$ cat config.mk
export PLATFORM = sky130hd
export DESIGN_NAME = vend_controller
export DESIGN_NICKNAME = d
export VERILOG_FILES = /design/src/rtl/vend_pkg.sv /design/src/rtl/vend_change_pulser.sv /design/src/rtl/vend_controller.sv
export SDC_FILE = /design/constraint.sdc
export NUM_CORES = 1
export LEC_CHECK = 0
export CORE_ASPECT_RATIO = 1.5
export CORE_MARGIN = 5
export CORE_UTILIZATION = 40
export DETAILED_ROUTE_END_ITERATION = 10
export PLACE_DENSITY = 0.78
export SLEW_MARGIN = 20
export SYNTH_ARGS = -nofsm -noshare
export SYNTH_HDL_FRONTEND = slang
export SYNTH_HIERARCHICAL = 1
export SYNTH_SLANG_ARGS = --single-unit
$ cat constraint.sdc
create_clock -name clock -period 2.4 [get_ports clock]
set_clock_uncertainty 0.15 [all_clocks]
set_input_delay 0.48 -clock clock [delete_from_list [all_inputs] [get_ports clock]]
set_output_delay 0.48 -clock clock [all_outputs]
set_load 0.005 [all_outputs]
$ cat src/rtl/vend_pkg.sv
// Shared types and coin encodings for the vending transaction sequencer.
package vend_pkg;

    typedef enum logic [1:0] {
        IDLE     = 2'd0,
        CREDIT   = 2'd1,
        DISPENSE = 2'd2,
        CHANGE   = 2'd3
    } vend_state_e;

    localparam logic [1:0] COIN_ONE = 2'd1;
    localparam logic [1:0] COIN_TWO = 2'd2;

    function automatic logic coin_is_valid(input logic [1:0] value);
        return (value == COIN_ONE) || (value == COIN_TWO);
    endfunction

endpackage

$ cat src/rtl/vend_change_pulser.sv
// Pays out a loaded rupee amount as a high-1/low-1 pulse train; done marks the
// low cycle that follows the final pulse.
module vend_change_pulser #(
    parameter int unsigned W = 4
) (
    input  logic         clock,
    input  logic         reset,
    input  logic         load_i,
    input  logic [W-1:0] amount_i,
    output logic         pulse_o,
    output logic         done_o
);

    logic [W-1:0] change_due_q;
    logic         pulse_q;
    logic         active_q;

    // NOTE: sequential state uses non-blocking assignments only, so every
    // register samples the pre-edge values of its neighbours.
    always_ff @(posedge clock or posedge reset) begin
        if (reset) begin
            change_due_q <= '0;
            pulse_q      <= 1'b0;
            active_q     <= 1'b0;
        end else if (load_i) begin
            // The first pulse is emitted in the cycle right after the load edge.
            active_q     <= (amount_i != '0);
            pulse_q      <= (amount_i != '0);
            change_due_q <= (amount_i != '0) ? amount_i - W'(1) : '0;
        end else if (active_q) begin
            if (pulse_q) begin
                pulse_q <= 1'b0;
            end else if (change_due_q != '0) begin
                pulse_q      <= 1'b1;
                change_due_q <= change_due_q - W'(1);
            end else begin
                active_q <= 1'b0;
            end
        end
    end

    assign pulse_o = pulse_q;
    assign done_o  = active_q & ~pulse_q & (change_due_q == '0);

endmodule

$ cat src/rtl/vend_controller.sv
// Vending transaction sequencer: coin credit, priced selection, dispenser
// handshake and change payout. Define VEND_CTRL_TIMEOUT_EN for inactivity refund.
module vend_controller
    import vend_pkg::*;
#(
    parameter int unsigned NUM_ITEMS      = 4,
    parameter int unsigned PRICE_W        = 4,
    parameter int unsigned TIMEOUT_CYCLES = 1000
) (
    input  logic                         clock,
    input  logic                         reset,
    input  logic                         coin_valid,
    input  logic [1:0]                   coin_value,
    input  logic                         sel_valid,
    input  logic [$clog2(NUM_ITEMS)-1:0] sel_item,
    input  logic [NUM_ITEMS*PRICE_W-1:0] price_cfg,
    input  logic                         cancel,
    input  logic                         disp_ack,
    output logic                         disp_req,
    output logic [$clog2(NUM_ITEMS)-1:0] disp_item,
    output logic                         change_pulse,
    output logic                         coin_reject,
    output logic [PRICE_W-1:0]           credit,
    output logic                         busy
);

    localparam int unsigned SEL_W = $clog2(NUM_ITEMS);

    if (NUM_ITEMS < 2 || TIMEOUT_CYCLES < 2) begin : g_cfg_check
        $error("vend_controller: NUM_ITEMS and TIMEOUT_CYCLES must both be >= 2");
    end

    vend_state_e        state_q;
    logic [PRICE_W-1:0] credit_q;
    logic [PRICE_W-1:0] price_q;
    logic [SEL_W-1:0]   disp_item_q;
    logic               disp_req_q;
    logic               coin_reject_q;
    logic               busy_q;

    // Unused index slots read as price 0, so they behave as disabled items.
    logic [PRICE_W-1:0] price_tbl [2**SEL_W];
    for (genvar k = 0; k < 2**SEL_W; k++) begin : g_price
        if (k < NUM_ITEMS) begin : g_used
            assign price_tbl[k] = price_cfg[k*PRICE_W +: PRICE_W];
        end else begin : g_unused
            assign price_tbl[k] = '0;
        end
    end

    logic               coin_ok;
    logic [PRICE_W:0]   credit_sum;
    logic               coin_fits;
    logic [PRICE_W-1:0] sel_price;
    logic               sel_ok;
    logic               timeout_fire;
    logic               cancel_eff;
    logic               pulse_load;
    logic [PRICE_W-1:0] pulse_amount;
    logic               pulse_done;

    assign coin_ok    = coin_valid & coin_is_valid(coin_value);
    assign credit_sum = (PRICE_W+1)'(credit_q) + (PRICE_W+1)'(coin_value);
    assign coin_fits  = ~credit_sum[PRICE_W];
    assign sel_price  = price_tbl[sel_item];
    assign sel_ok     = sel_valid && (sel_price != '0) && (credit_q >= sel_price);
    assign cancel_eff = cancel | timeout_fire;

`ifdef VEND_CTRL_TIMEOUT_EN
    localparam int unsigned TO_W = $clog2(TIMEOUT_CYCLES + 1);

    logic [TO_W-1:0] idle_cnt_q;

    assign timeout_fire = (state_q == CREDIT) && (idle_cnt_q == TO_W'(TIMEOUT_CYCLES));

    // Counts CREDIT cycles since entry or the last accepted coin.
    always_ff @(posedge clock or posedge reset) begin
        if (reset) begin
            idle_cnt_q <= '0;
        end else if (state_q != CREDIT || (coin_ok && coin_fits)) begin
            idle_cnt_q <= '0;
        end else if (!timeout_fire) begin
            idle_cnt_q <= idle_cnt_q + TO_W'(1);
        end
    end
`else
    assign timeout_fire = 1'b0;
`endif

    assign pulse_load   = ((state_q == CREDIT) && cancel_eff) || ((state_q == DISPENSE) && disp_ack);
    assign pulse_amount = (state_q == CREDIT) ? credit_q : credit_q - price_q;

    vend_change_pulser #(
        .W (PRICE_W)
    ) u_pulser (
        .clock    (clock),
        .reset    (reset),
        .load_i   (pulse_load),
        .amount_i (pulse_amount),
        .pulse_o  (change_pulse),
        .done_o   (pulse_done)
    );

    always_ff @(posedge clock or posedge reset) begin
        if (reset) begin
            state_q       <= IDLE;
            credit_q      <= '0;
            price_q       <= '0;
            disp_item_q   <= '0;
            disp_req_q    <= 1'b0;
            coin_reject_q <= 1'b0;
            busy_q        <= 1'b0;
        end else begin
            // Malformed coins are bounced in every state; branches below add other rejects.
            coin_reject_q <= coin_valid & ~coin_is_valid(coin_value);
            unique case (state_q)
                IDLE: begin
                    if (coin_ok) begin
                        credit_q <= PRICE_W'(coin_value);
                        state_q  <= CREDIT;
                    end
                end
                CREDIT: begin
                    if (cancel_eff) begin
                        credit_q      <= '0;
                        busy_q        <= 1'b1;
                        coin_reject_q <= coin_valid;
                        state_q       <= CHANGE;
                    end else if (coin_ok) begin
                        if (coin_fits) credit_q <= credit_sum[PRICE_W-1:0];
                        else           coin_reject_q <= 1'b1;
                    end else if (sel_ok) begin
                        price_q     <= sel_price;
                        disp_item_q <= sel_item;
                        disp_req_q  <= 1'b1;
                        busy_q      <= 1'b1;
                        state_q     <= DISPENSE;
                    end
                end
                DISPENSE: begin
                    coin_reject_q <= coin_valid;
                    if (disp_ack) begin
                        credit_q   <= '0;
                        disp_req_q <= 1'b0;
                        if (credit_q != price_q) begin
                            state_q <= CHANGE;
                        end else begin
                            busy_q  <= 1'b0;
                            state_q <= IDLE;
                        end
                    end
                end
                CHANGE: begin
                    coin_reject_q <= coin_valid;
                    if (pulse_done) begin
                        busy_q  <= 1'b0;
                        state_q <= IDLE;
                    end
                end
                default: state_q <= IDLE;
            endcase
        end
    end

    assign disp_req    = disp_req_q;
    assign disp_item   = disp_item_q;
    assign coin_reject = coin_reject_q;
    assign credit      = credit_q;
    assign busy        = busy_q;

endmodule

==> results of run 1 <==
## layer usage
metal	GRT usage (%)	vias up
met2	33.8	64
met5	0	-
met1	17.0	822
met4	10.2	0
met3	1.74	21
li1	-	808
## worst max path at each step
| stage | endpoint | cells past startpoint | from |
|---|---|---|---|
| detailed placement | disp_req | 9 | sel_item[0] |
| CTS | disp_req | 9 | sel_item[0] |
| floorplan | disp_item[0] | 8 | sel_item[0] |
| global placement | disp_item[1] | 8 | sel_item[0] |
| global route | disp_req | 11 | sel_item[1] |
| finish | disp_req | 11 | sel_item[1] |
## state kept, by name (all words and copies together), names as in the netlist
signal	cells
busy	1
coin_reject	1
credit	4
disp_item	2
disp_req	1
price_q	4
state_q	2
u_pulser/active_q	1
u_pulser/change_due_q	4
u_pulser/pulse_o	1
## cell usage after synthesis (2+ instances only)
cell,instances
a21o_1,2
a21oi_1,10
a31oi_1,2
and3_1,3
clkbuf_1,3
dfrtp_1,21
fa_1,2
ha_1,15
inv_1,18
mux2_4,3
mux2i_1,2
mux4_1,3
nand2_1,13
nand2b_1,4
nand3_1,2
nand3b_1,2
nor2_1,7
nor2b_1,4
nor3_1,4
nor4_1,2
o21a_1,2
o21ai_0,16
o31ai_1,3
o41ai_1,2
xnor2_1,3
xor2_1,3
## cell type report
| cell class | count | area (um^2) | share of cell area, % |
|---|---|---|---|
| clock buffers | 3 | 41.3 | 1.52 |
| clock inverters | 1 | 5.00 | 0.184 |
| multi-input cells | 136 | 1330 | 48.8 |
| repair buffers | 80 | 691 | 25.4 |
| flip-flops and latches | 21 | 526 | 19.3 |
| inverters | 18 | 70.1 | 2.58 |
| well taps | 46 | 57.6 | 2.12 |
## cells by family after synthesis
logic type / Yosys count / synth area share, %
AND/OR/NAND/NOR: 53 / 17.9
multiplexers: 9 / 9.60
flip-flops: 21 / 30.3
XOR/XNOR: 6 / 3.03
buffers and inverters: 23 / 5.48
AO/OA/AOI/OAI: 51 / 20.6
adder cells (fa/ha/maj): 17 / 13.1
## power groups by stage
stage | Combinational (mW) | Clock [mW] | Sequential [mW]
after global routing | 2.65 | 0.259 | 0.669
after detailed placement | 1.97 | 0 | 0.657
after floorplan | 1.30 | 0 | 0.651
after CTS | 2.15 | 0.245 | 0.651
final | 2.41 | 0.241 | 0.655
after global placement | 1.90 | 0 | 0.648
## timing repair
item                       in CTS  in global routing
gates resized for setup        76                 32
hold buffers                    0                  0
setup endpoints to repair      15                 19
pin swaps                      16                 16
buffers inserted                9                  7
==> results.txt, run 1 <==
Outcome: complete, but fails checks
Failing checks: setup timing
DR top layer: met4
Fin crit share: 114%
Chip height: 90.6 um
Final core area utilization: 64.6%
Routability cong.: 0.853
Total track usage: 17.5%
Critical Path Fanout Max: 4
DP Area: 2360 um^2
Critical path capture point type: flip-flop
Fin. Hold Viols: 0
Worst-path cell with the longest stage delay: or4_4
Vias in the first global route: 1791
Num ports: 36
Setup crit start kind: input pin
Worst IR Drop VDD: 0.822 mV
Max-cap violation count: 0
Syn_area_per_cell: 9.63 um^2
Fillers: 338
Share of post-route cells with drive strength above 1: 42.5%
H-tree depth: 1
Reg-to-Reg Start: credit[1]
Top delay family on crit path: simple AND/OR/NAND/NOR gates
Post-layout power: 3.30 mW
Switching power: 1.42 mW
Fin area: 2720 um^2
FF-to-FF End: disp_req
Critical Path RT: 2450 ps
FFs w/ async S/R, synth: 100%
DRT Wirelength: 5250 um
Core Area: 4210 um^2
Synth area leaders: dfrtp_1 30%, ha_1 11%, o21ai_0 4.6%, mux4_1 4.5%, inv_1 3.9%
WL per Instance: 17.2 um
CTS Sinks: 21
Final hold slack: 303 ps
Syn Nets: 223
Critical setup path kind: in -> reg
Root buf cell: clkbuf_8
Worst R2R Path Depth: 8
Die span in x: 63.8 um
Initial DRC Count: 39
CTS tree: done
Met2 wire len: 2890 um
Metal-1 WL: 1820 um
Unique masters post-synth: 55
Initial antenna violation count: 0
Commonest cells after routing, fill and taps aside: 39 x buf_4, 21 x dfrtp_1, 15 x clkdlybuf4s50_1, 13 x nand2_1, 12 x inv_1
ANT nets after route: 0
Die ar.: 5780 um^2
Cell-internal power: 1.88 mW
RSZ-0062 raised after global routing: true
Post-route setup TNS: -2090 ps
Tmin final: 2730 ps
DRC violations left: 0
Crit path cell chain: clkdlybuf4s15_2 > buf_4 > mux4_2 > inv_2 > ha_4 > o21a_1 > nor2_2 > or4_4 > buf_6 > or4b_1 > nand3_1
Clock latency on the worst-skew pair: 260 ps
Post-DR vias/cell: 5.62
Clock Pin Slew Worst Setup and Hold Paths: 90 ps
Combinational share of power: 72.9%
Overflow after GRT: 0
Sw Share: 43.0%
Nets: 303
Synthesized area: 1730 um^2
EDFF count, synth: 0
Final Worst Setup Slack: -328 ps
Largest net degree at the start of global routing: 16
PD cells: 1220 nW/um^2
Max Freq: 367 MHz
HPWL after DPL: 3780 um
Post-Syn Instances: 180
Layout area overhead: 56.7%
Non-Filler Instances: 305
Pre-CTS setup slack: -1230 ps
Hold Crit Class: in -> async
N_diodes: 0
Synth area leader: dfrtp_1
First-pass GRT wire length: 8070 um
Metal3 WL: 211 um
R2r setup slk: -30 ps
Yosys warning count: 6
Clock share of power: 7.3%
WP buf/inv: 4
Commonest non-fill, non-tap cell in the layout: buf_4
CP peak stage delay: 530 ps
Crit path arrival time: 2780 ps
FP Rows: 29
Placed insts: 286
Routed vias: 1715
Seq pwr share: 19.8%
Setup violations, final: 11
Slew Viols, Final: 0
Initial core utilization: 41.2%
Clock Path Buffers: 2
Post-synthesis sequential area ratio: 30.3%
Worst Tran Pin Value: 627 ps
Total CTS buffers: 3
Share of the synthesized area in the top cell type: 30.3%
Leakage: 1.21 nW
Yosys reg bits: 21
Synth Flop Type: dfrtp_1
Rel. slew slack: 58.1%
Port Buf Inserts: 35
Initial DRT Pass Iterations: 4
No activity file was read; power rests on OpenSTA's default activity.
==> run 2: changes to the inputs <==
CORE_MARGIN = default   (was 5)
RECOVER_POWER = 100   (was default)
==> run 2 against run 1 <==
Effect of this change: the flow still finishes with violations (setup timing); cell count unchanged; maximum frequency fell by 1.4%; non-clock buffer count stayed put; die area fell by 20%; clock power hardly changed; core utilization decreased by 2.0 points; wire length fell by 6.0%; worst setup slack got worse by 39 ps; sequential share of layout area rose by 0.63 points; sequential cell count unchanged; global-route usage up 5.0 points; critical path type unchanged; highest routed layer unchanged.
==> results.txt, run 2 (synthesis results as in run 1) <==
Commonest non-fill, non-tap cell in the layout: buf_4
Vias in the first global route: 1738
Overflow after GRT: 0
R2r setup slk: -30 ps
PD cells: 1180 nW/um^2
Reg-to-Reg Start: credit[0]
Clock latency on the worst-skew pair: 270 ps
Root buf cell: clkbuf_8
Hold path start: disp_item[0]
Initial DRT Pass Iterations: 4
ANT nets after route: 0
Layout area overhead: 51.8%
Initial core utilization: 41.2%
Outcome: complete, but fails checks
Critical Path Fanout Max: 5
Switching power: 1.34 mW
Initial antenna violation count: 0
Sw Share: 43.3%
WL per Instance: 16.2 um
Pre-CTS setup slack: -1260 ps
Critical Path RT: 2460 ps
Failing checks: setup timing
Post-DR vias/cell: 5.56
Hold EP: disp_item[0]
Post-layout power: 3.10 mW
Worst Tran Pin Value: 633 ps
Placed insts: 293
Core Area: 4210 um^2
Num ports: 36
HPWL after DPL: 3660 um
Critical setup path kind: in -> reg
FP Rows: 29
Post-route setup TNS: -2240 ps
Final hold slack: 372 ps
RSZ-0062 raised after global routing: true
Seq pwr share: 21.0%
Worst IR Drop VDD: 0.888 mV
DRC violations left: 0
Max Freq: 361 MHz
Post-CTS Hold Buffers: 0
Crit path arrival time: 2820 ps
CTS tree: done
Setup violations, final: 13
Leakage: 1.21 nW
DRT Wirelength: 4940 um
Combinational share of power: 71.2%
Total track usage: 22.5%
Nets: 303
Slew Viols, Final: 0
Port Buf Inserts: 35
Max-cap violation count: 0
FF-to-FF End: credit[2]
Die ar.: 4610 um^2
Routability cong.: 0.873
Fin crit share: 115%
CP peak stage delay: 540 ps
Tmin final: 2770 ps
Crit path cell chain: buf_12 > mux4_2 > ha_4 > nand2b_4 > a2111oi_4 > or4_4 > buf_6 > or4b_4 > nand3_2
Routed vias: 1697
Fin. Hold Viols: 0
Final Worst Setup Slack: -367 ps
Total CTS buffers: 3
Rel. slew slack: 57.7%
First-pass GRT wire length: 7810 um
Non-Filler Instances: 305
Clock Pin Slew Worst Setup and Hold Paths: 80 ps
Cell-internal power: 1.76 mW
H-tree depth: 1
Setup crit start kind: input pin
Die span in x: 55.8 um
Chip height: 82.6 um
Worst-path cell with the longest stage delay: mux4_2
Hold Crit Class: reg -> reg
Hold depth: 1
Clock Path Buffers: 2
Commonest cells after routing, fill and taps aside: 41 x buf_4, 21 x dfrtp_1, 13 x inv_1, 13 x nand2_1, 12 x dlygate4sd2_1
N_diodes: 0
Share of post-route cells with drive strength above 1: 40.2%
Initial DRC Count: 72
Critical path capture point type: flip-flop
CTS Sinks: 21
Largest net degree at the start of global routing: 16
Worst R2R Path Depth: 9
Clock share of power: 7.8%
## run 2: cell types whose count changed in the layout (fill, tap and decap cells not counted), moves of 2 or more
cell,previous run,this run
buf_4,39,41
buf_6,6,2
clkbuf_1,0,3
clkbuf_2,0,2
clkdlybuf4s15_1,8,1
clkdlybuf4s50_1,15,7
dlygate4sd2_1,5,12
dlygate4sd3_1,0,8
o31ai_4,2,0
## run 2: per-stage QoR
stage / instance area, um^2 / util, %
3_3_place_gp: 2410 / 57.3
4_1_cts: 2610 / 62.0
3_5_place_dp: 2410 / 57.3
6_report: 2630 / 62.5
5_1_grt: 2630 / 62.5
2_1_floorplan: 1770 / -
## run 2: worst max-delay path by stage
stage	from	to	slack, ps	cells past startpoint
floorplan	sel_item[0]	disp_item[0]	-440	8
global placement	sel_item[0]	state_q[0]	-1140	10
detailed placement	sel_item[0]	disp_item[0]	-1260	8
CTS	sel_item[0]	disp_req	-320	9
global route	sel_item[0]	disp_req	-400	9
finish	sel_item[0]	disp_req	-370	9
## run 2: layout make-up
cell class	count	area (um^2)
sequential	21	526
timing repair buffer	80	653
tap	46	57.6
inverter	18	70.1
fill	341	1580
multi-input combinational	136	1280
clock buffer	4	45.0
## run 2: repair_timing
| action | 4_1_cts | 5_1_grt |
|---|---|---|
| setup buffers | 6 | 2 |
| pin swaps | 11 | 14 |
| gates resized for setup | 68 | 25 |
| setup endpoints to repair | 15 | 19 |
## run 2: critical path, delay by kind of cell
family          cells  cell delay [ps]
simple gates        4             1220
mux                 1              540
fa+ha+maj           1              290
buf+inv             2              220
compound gates      1               70
## run 2: power by group through the flow
stage | sequential (mW) | combinational [mW] | clock [mW]
floorplan | 0.651 | 1.30 | 0
global placement | 0.644 | 1.91 | 0
detailed placement | 0.653 | 1.97 | 0
CTS | 0.649 | 2.18 | 0.239
global route | 0.679 | 2.41 | 0.260
finish | 0.652 | 2.21 | 0.240
## run 2: layer usage
metal | global-route usage [%] | part of all wire, % | vias up
met3 | 2.02 | 2.6 | 17
met4 | 13.8 | 4.2 | 0
met1 | 21.6 | 35 | 823
met5 | 0 | 0 | -
met2 | 45.9 | 58 | 48
li1 | - | - | 809
